**src/rtl/extinguisher_controller.sv**
```systemverilog
// Fire-extinguisher sequencer: qualify request, warn, discharge, cool down, repeat, lock out.
// Optional manual abort is compiled in when EXT_ABORT_EN is defined.
//
// state     | meaning
// IDLE      | waiting for a fire request
// CONFIRM   | request must stay high for CONFIRM_CYCLES edges
// WARN      | siren only, valve closed
// DISCHARGE | siren and valve open for one shot
// COOLDOWN  | valve closed, decides repeat / lockout / idle
// LOCKOUT   | shot limit reached, waits for operator acknowledge
module extinguisher_controller #(
  parameter int CONFIRM_CYCLES   = 4,
  parameter int WARN_CYCLES      = 8,
  parameter int DISCHARGE_CYCLES = 16,
  parameter int COOLDOWN_CYCLES  = 8,
  parameter int MAX_SHOTS        = 2
) (
  input  logic       clk,
  input  logic       rst_n,
  input  logic       fire_extinguisher,
  input  logic       abort,
  input  logic       reset_ack,
  output logic       siren,
  output logic       valve,
  output logic       busy,
  output logic       lockout,
  output logic [3:0] discharge_count
);

  typedef enum logic [2:0] {
    S_IDLE,
    S_CONFIRM,
    S_WARN,
    S_DISCHARGE,
    S_COOLDOWN,
    S_LOCKOUT
  } state_t;

  localparam logic [15:0] CONFIRM_LAST   = 16'(CONFIRM_CYCLES - 1);
  localparam logic [15:0] WARN_LAST      = 16'(WARN_CYCLES - 1);
  localparam logic [15:0] DISCHARGE_LAST = 16'(DISCHARGE_CYCLES - 1);
  localparam logic [15:0] COOLDOWN_LAST  = 16'(COOLDOWN_CYCLES - 1);
  localparam logic [3:0]  SHOT_LIMIT     = 4'(MAX_SHOTS);

  state_t      state;
  state_t      state_nxt;
  logic [15:0] cnt;
  logic [3:0]  shot_cnt;

`ifndef EXT_ABORT_EN
  logic unused_abort;
  assign unused_abort = abort;
`endif

  always_comb begin
    state_nxt = state;
    case (state)
      S_IDLE: begin
        if (fire_extinguisher) state_nxt = S_CONFIRM;
      end
      S_CONFIRM: begin
        if (!fire_extinguisher)         state_nxt = S_IDLE;
        else if (cnt == CONFIRM_LAST)   state_nxt = S_WARN;
      end
      S_WARN: begin
        if (cnt == WARN_LAST) state_nxt = S_DISCHARGE;
      end
      S_DISCHARGE: begin
        if (cnt == DISCHARGE_LAST) state_nxt = S_COOLDOWN;
      end
      S_COOLDOWN: begin
        if (cnt == COOLDOWN_LAST) begin
          if (shot_cnt == SHOT_LIMIT)  state_nxt = S_LOCKOUT;
          else if (fire_extinguisher)  state_nxt = S_WARN;
          else                         state_nxt = S_IDLE;
        end
      end
      S_LOCKOUT: begin
        if (reset_ack && !fire_extinguisher) state_nxt = S_IDLE;
      end
      default: state_nxt = S_IDLE;
    endcase
`ifdef EXT_ABORT_EN
    // Abort overrides any timer expiry in the same cycle.
    if (abort) begin
      case (state)
        S_CONFIRM, S_WARN: state_nxt = S_IDLE;
        S_DISCHARGE:       state_nxt = S_COOLDOWN;
        default:           ;
      endcase
    end
`endif
  end

  always_ff @(posedge clk or negedge rst_n) begin
    if (!rst_n) begin
      state           <= S_IDLE;
      cnt             <= 16'd0;
      shot_cnt        <= 4'd0;
      discharge_count <= 4'd0;
    end else begin
      state <= state_nxt;
      if (state_nxt != state || state == S_IDLE || state == S_LOCKOUT)
        cnt <= 16'd0;
      else
        cnt <= cnt + 16'd1;
      if (state_nxt == S_DISCHARGE && state != S_DISCHARGE) begin
        shot_cnt <= shot_cnt + 4'd1;
        if (discharge_count != 4'hF) discharge_count <= discharge_count + 4'd1;
      end else if (state_nxt == S_IDLE && state != S_IDLE) begin
        shot_cnt <= 4'd0;
      end
    end
  end

  assign busy    = (state != S_IDLE);
  assign siren   = (state == S_WARN) || (state == S_DISCHARGE) ||
                   (state == S_COOLDOWN) || (state == S_LOCKOUT);
  assign valve   = (state == S_DISCHARGE);
  assign lockout = (state == S_LOCKOUT);

endmodule
```
**config.mk**
```make
export PLATFORM = sky130hd
export DESIGN_NAME = extinguisher_controller
export DESIGN_NICKNAME = d
export VERILOG_FILES = /design/src/rtl/extinguisher_controller.sv
export SDC_FILE = /design/constraint.sdc
export NUM_CORES = 1
export LEC_CHECK = 0
export BUFFER_PORTS_ARGS = -buffer_cell sky130_fd_sc_hd__buf_2
export CORE_MARGIN = 2
export CORE_UTILIZATION = 30
export DETAILED_ROUTE_END_ITERATION = 8
export HOLD_SLACK_MARGIN = 0.02
export MAX_ROUTING_LAYER = met4
export PLACE_DENSITY_LB_ADDON = 0.12
export SLEW_MARGIN = 20
export SYNTH_ARGS = -nofsm -noshare
export SYNTH_HDL_FRONTEND = slang
export SYNTH_SLANG_ARGS = --single-unit
export TNS_END_PERCENT = 1
```
**constraint.sdc**
```tcl
create_clock -name clk -period 7.1 [get_ports clk]
set_input_delay 0.355 -clock clk [delete_from_list [all_inputs] [get_ports clk]]
set_output_delay 0.355 -clock clk [all_outputs]
set_load 0.03 [all_outputs]
```
==> flow_summary_export.csv, run 1 <==
group,metric,value,unit
placed_design,gp_congestion,0.839,
power_and_ir_drop,clockPowerShare,0.216,
yosys,synth_nets,177,
floorplan,die_area,5810,sq um
sta,setup_ws,4440,ps
power_and_ir_drop,intPower,253,uW
sta,hold_viol_final,0,
drt,met1_length,1.56,mm
yosys,synth-simple-area-share,0.260,
cts,htreeDepth,1,
yosys,synth_edf_count,0,
yosys,postSynthCellCount,167,
yosys,synth_common_cells,"dfrtp_1, nor2_1, nand3_1",
sta,rsz0062_at_grt,"no",
power_and_ir_drop,p_leak,0.000758,uW
yosys,netlist.area_leader.share,0.432,
cts,numCtsBuffers,3,
power_and_ir_drop,power_frac_comb,0.324,
cts,cts_tree,"done",
floorplan,initial_utilization,0.308,
critical_path,crit_arrival,2800,ps
drt,drc,0,
placed_design,portBuffers,11,
cts,post_cts_buffers,0,
drt,top_layer,"met4",
floorplan,io_pins,13,
placed_design,pre_cts_slack,4430,ps
critical_path,endpoint_kind,"flip-flop",
sta,relSlewSlack,0.584,
floorplan,core.rowCount,26,
cts,clkSlewWorstSetupHoldPaths,100,ps
yosys,ys_async_sr_fraction,1.00,
critical_path,crit_path_start,"cnt[9]",
placed_design,dp_hpwl,2.33,mm
yosys,yosysUniqueCellTypes,40,
grt,grt_overflow,0,
yosys,synthAdderAreaFrac,0.0400,
status,run_status,"complete, no violations",
sta,skew,3.83,ps
cts,clock_latency,270,ps
cts,cts_num_sinks,27,
drt,route.met2.wl,1.53,mm
sta,tns,0,ps
floorplan,fp.dieH,76.2,um
min_path,worstHoldPathType,"in -> async",
flow_run,maxCapViolCount,0,
sta,fin_crit,2660,ps
final_layout,area_growth,10.6,%
floorplan,die_x,76.2,um
critical_path,worstSetupStartpointType,"flip-flop",
yosys,ys_warn_count,0,
final_layout,nets,189,
cts,postCtsHoldBufs,0,
drt,drtPass1Iterations,4,
drt,vias_per_cell,4.89,
critical_path,worstPathRequired,7250,ps
yosys,synth-seq-area-share,0.432,
drt,antenna_left,0,
grt,antenna_found_initial,0,
power_and_ir_drop,ir_drop,0.0843,mV
power_and_ir_drop,p_seq_frac,0.459,
drt,num_vias,1212,
yosys,ys_ff_latch,27,
sta,post-route-period-util,0.374,
power_and_ir_drop,netSwitchingFraction,0.380,
cts,cts_resized,0,
floorplan,core_area,5070,sq um
critical_path,path_max_fanout,16,
grt,grt_pass1_vias,1152,
yosys,synth_xor_area_frac,0.0839,
grt,grt_max_degree,28,
drt,wl_per_cell,12.9,um
yosys,synth.area.mux_share,0.0280,
drt,drt_iter0_markers,84,
sta,slew_viol_final,0,
yosys,synthTopCellsByArea,"dfrtp_1, nor2_1, xnor2_1",
sta,max_freq,376,MHz
yosys,syn-cell-area,1570,sq um
drt,wl_met3,89,um
critical_path,r2r_start,"cnt[9]",
cts,cts_buffer_depth,2,
drt,wl,3.19,mm
cts,ctsRootBufferMaster,"clkbuf_8",
grt,grt.total_usage,0.120,
final_layout,n_antenna_cell,0,
yosys,synth_compound_area_frac,0.126,
yosys,synth_largest_area_cell,"dfrtp_1",
critical_path,path_class,"reg -> reg",
power_and_ir_drop,p_sw,155,uW
sta,setup_viol,0,
final_layout,drive_gt1_frac,0.124,
yosys,synth_flop_cell,"dfrtp_1",
sta,worst-slew-pin-transition,624,ps
power_and_ir_drop,cellPowerDensity,236,nW/um^2
yosys,synth_top_family_by_area,"simple AND/OR/NAND/NOR gates",
grt,grt_pass1_wl,5.64,mm
final_layout,fillCellCount,534,
yosys,synth_area_per_cell,9.37,sq um
[layer usage]
layer / vias up / track usage
met5: - / -
met1: 586 / 0.159
met4: 0 / 0.0218
li1: 610 / -
met2: 14 / 0.189
met3: 2 / 0.0296
[cell families after synthesis]
| kind of cell | Yosys count |
|---|---|
| AO/OA/AOI/OAI | 29 |
| XOR/XNOR | 15 |
| adder cells (fa/ha/maj) | 5 |
| buffers and inverters | 10 |
| flip-flops | 27 |
| multiplexers | 3 |
| AND/OR/NAND/NOR | 78 |
[worst paths after layout]
path,to,slack (ps),cells after the start
setup reg to reg,cnt[15],4440,7
min in group clk,cnt[0],460,1
max in group asynchronous,cnt[13],6610,1
setup / recovery,cnt[15],4440,7
hold / removal,cnt[2],80,1
hold reg to reg,cnt[0],460,1
[cell usage in the layout, fill, tap and decap left out, drive strengths merged]
cell	count
nor4	2
o2111ai	1
o41ai	1
dfrtp	27
clkbuf	3
or3	4
o21ai	10
clkinv	1
buf	11
mux2	1
xnor2	9
nor3	2
or4bb	1
a31o	1
a41oi	1
o21a	1
xor2	6
ha	5
nor2	27
nand4	3
nor3b	1
and2	2
o31a	1
or4	3
o211ai	4
nand2	7
mux2i	2
and3	5
a31oi	4
inv	6
nor2b	5
a21o	1
a21oi	4
nand3	11
nand2b	5
[worst max-delay path, cell delays in order (launching register included)]
cell	delay, ps
dfrtp_1	430
or4_4	570
nor4_2	480
o31a_1	220
a31o_4	200
inv_4	70
mux2i_4	440
nor2_1	110
[layout make-up]
class | count | area [sq um] | share of cell area
inverter | 6 | 25.0 | 0.0145
timing repair buffer | 11 | 55.1 | 0.0318
sequential | 27 | 676 | 0.390
clock buffer | 3 | 41.3 | 0.0238
multi-input combinational | 130 | 842 | 0.486
tap | 70 | 87.6 | 0.0506
clock inverter | 1 | 5.00 | 0.00289
[registers in the layout, summed over array words and instances, names as in the netlist]
signal / cells
cnt: 16
discharge_count: 4
state: 3
shot_cnt: 4
[power by group through the flow]
stage	clock network [uW]	logic [uW]	registers, uW
final	88.3	132	187
after global placement	0	131	189
after CTS	93.8	134	187
after detailed placement	0	134	190
after global routing	100	145	191
after floorplan	0	99.0	192
[through the flow]
stage | hold WS, ps | util | cells | cell area, sq um | power (uW)
floorplan | 59.4 | - | 167 | 1570 | 291
global placement | 407 | 0.332 | 244 | 1690 | 320
detailed placement | 416 | 0.332 | 244 | 1690 | 324
CTS | 115 | 0.341 | 248 | 1730 | 415
global route | 132 | 0.341 | 248 | 1730 | 437
finish | 83.9 | 0.341 | 248 | 1730 | 408
Note: power is estimated with default switching activity, not from simulation.
==> inputs of run 2 (changes only) <==
Clock period 7.1 ns to 2.38 ns, I/O delays scaled along.
==> flow_summary_export.csv, run 2 (same netlist as run 1, synthesis figures left out) <==
group,metric,value,unit
final_layout,reg_top3,"cnt (16), discharge_count (4), shot_cnt (4)",
floorplan,die_x,76.2,um
placed_design,place_area,1830,sq um
grt,antenna_found_initial,0,
sta,rsz0062_at_grt,"yes",
grt,use_met2,0.209,
final_layout,n_antenna_cell,0,
drt,drc,0,
drt,wl_per_cell,12.8,um
final_layout,largest_reg_flops,16,
drt,num_vias,1296,
critical_path,path_class,"reg -> reg",
min_path,worstHoldPathType,"in -> reg",
cts,ctsRootBufferMaster,"clkbuf_8",
drt,antenna_left,0,
critical_path,critical-path-max-stage-delay,560,ps
critical_path,path_max_fanout,3,
grt,grtUsageMet3,0.0225,
critical_path,crit_family,"simple AND/OR/NAND/NOR gates",
critical_path,crit_arrival,2480,ps
critical_path,crit_buf_inv,1,
placed_design,dp_hpwl,2.50,mm
critical_path,cp_slowest_cell,"or4_4",
sta,fin_hold_ws,212,ps
grt,grt_overflow,0,
cts,cts_num_sinks,27,
grt,grt_util_met1,0.156,
power_and_ir_drop,ir_drop,0.218,mV
placed_design,portBuffers,11,
final_layout,drive_gt1_frac,0.219,
sta,max_freq,431,MHz
power_and_ir_drop,cellPowerDensity,671,nW/um^2
critical_path,worstSetupStartpointType,"flip-flop",
flow_run,maxCapViolCount,0,
floorplan,core_area,5070,sq um
final_layout,nets,207,
floorplan,core.rowCount,26,
grt,gr-max-usage-layer,"met2",
sta,fin_crit,2320,ps
placed_design,gp_congestion,0.849,
power_and_ir_drop,p_leak,0.000852,uW
cts,cts_tree,"done",
cts,numCtsBuffers,3,
cts,post_cts_buffers,0,
floorplan,initial_utilization,0.308,
grt,grt_pass1_wl,5.84,mm
sta,relSlewSlack,0.571,
sta,post-route-period-util,0.975,
grt,grt.total_usage,0.125,
final_layout,regMostFlops,"cnt",
placed_design,place_inst,261,
critical_path,endpoint_kind,"flip-flop",
floorplan,die_area,5810,sq um
final_layout,area_growth,21.6,%
drt,wl,3.41,mm
sta,setup_viol,0,
final_layout,finalInstanceArea,1900,sq um
sta,skew,4.06,ps
sta,worst-slew-pin-transition,643,ps
floorplan,io_pins,13,
drt,drtPass1Iterations,4,
final_layout,final_cells,266,
critical_path,worstPathRequired,2540,ps
cts,cts_buffer_depth,2,
status,run_status,"complete, no violations",
final_layout,mostFrequentLayoutCells,"dfrtp_1, nor2_1, buf_4",
grt,grt_max_degree,28,
grt,grt_pass1_vias,1308,
drt,vias_per_cell,4.87,
cts,clock_latency,270,ps
drt,drt_iter0_markers,64,
floorplan,fp.dieH,76.2,um
sta,hold_viol_final,0,
power_and_ir_drop,totalPowerFinal,1280,uW
cts,clkSlewWorstSetupHoldPaths,90,ps
critical_path,worstPathCellList,"or4_4 > or3_4 > o211ai_2 > a31o_4 > inv_4 > nand3_1 > mux2_2",
final_layout,final_common_cell,"dfrtp_1",
cts,htreeDepth,1,
sta,slew_viol_final,0,
==> run 2: worst register-to-register path, delay by kind of cell, from the launching register on <==
family,cells,cell delay (ps)
and+or+nand+nor,3,1080
DFF,1,390
AOI/OAI and AO/OA,2,370
muxes,1,340
buffers and inverters,1,50
==> run 2: final timing paths <==
path / startpoint / end / slack [ps] / cells past startpoint
max reg2reg: cnt[9] / discharge_count[1] / 60 / 7
min: fire_extinguisher / state[1] / 210 / 3
max: cnt[9] / discharge_count[1] / 60 / 7
min reg2reg: cnt[0] / cnt[0] / 460 / 1
min in group asynchronous: rst_n / shot_cnt[2] / 410 / 2
max in group asynchronous: rst_n / cnt[6] / 1560 / 2
==> run 2: final cells by class <==
type | count | area [sq um]
fillers | 524 | 3170
inverters | 6 | 25.0
multi-input cells | 130 | 865
well taps | 70 | 87.6
clock buffers | 4 | 45.0
repair buffers | 29 | 205
flip-flops and latches | 27 | 676
==> run 2: per-stage QoR <==
stage	TNS, ps	utilization	worst slack (ps)
6_report	0	0.375	58.8
5_1_grt	-151	0.375	-18.3
4_1_cts	0	0.372	1.52
3_5_place_dp	-0.494	0.360	-0.494
3_3_place_gp	0	0.360	27.3
2_1_floorplan	0	-	30.9
==> run 2: layer usage <==
layer  share of wire  routed length, um
met2            0.50               1700
met1            0.46               1560
met3           0.029                 98
met4           0.011                 37
met5               0                  0
==> run 2: where the power goes <==
group / switching, uW / internal, uW / total [uW]
combinational: 273 / 186 / 459
sequential: 57.3 / 501 / 559
clock: 139 / 120 / 259
total: 470 / 807 / 1280
==> run 2: timing repair <==
| action | 4_1_cts | 5_1_grt |
|---|---|---|
| pin swaps | 0 | 1 |
| hold endpoints to repair | 27 | 0 |
| gates resized for setup | 1 | 6 |
| setup endpoints to repair | 2 | 24 |
| hold buffers | 1 | 0 |
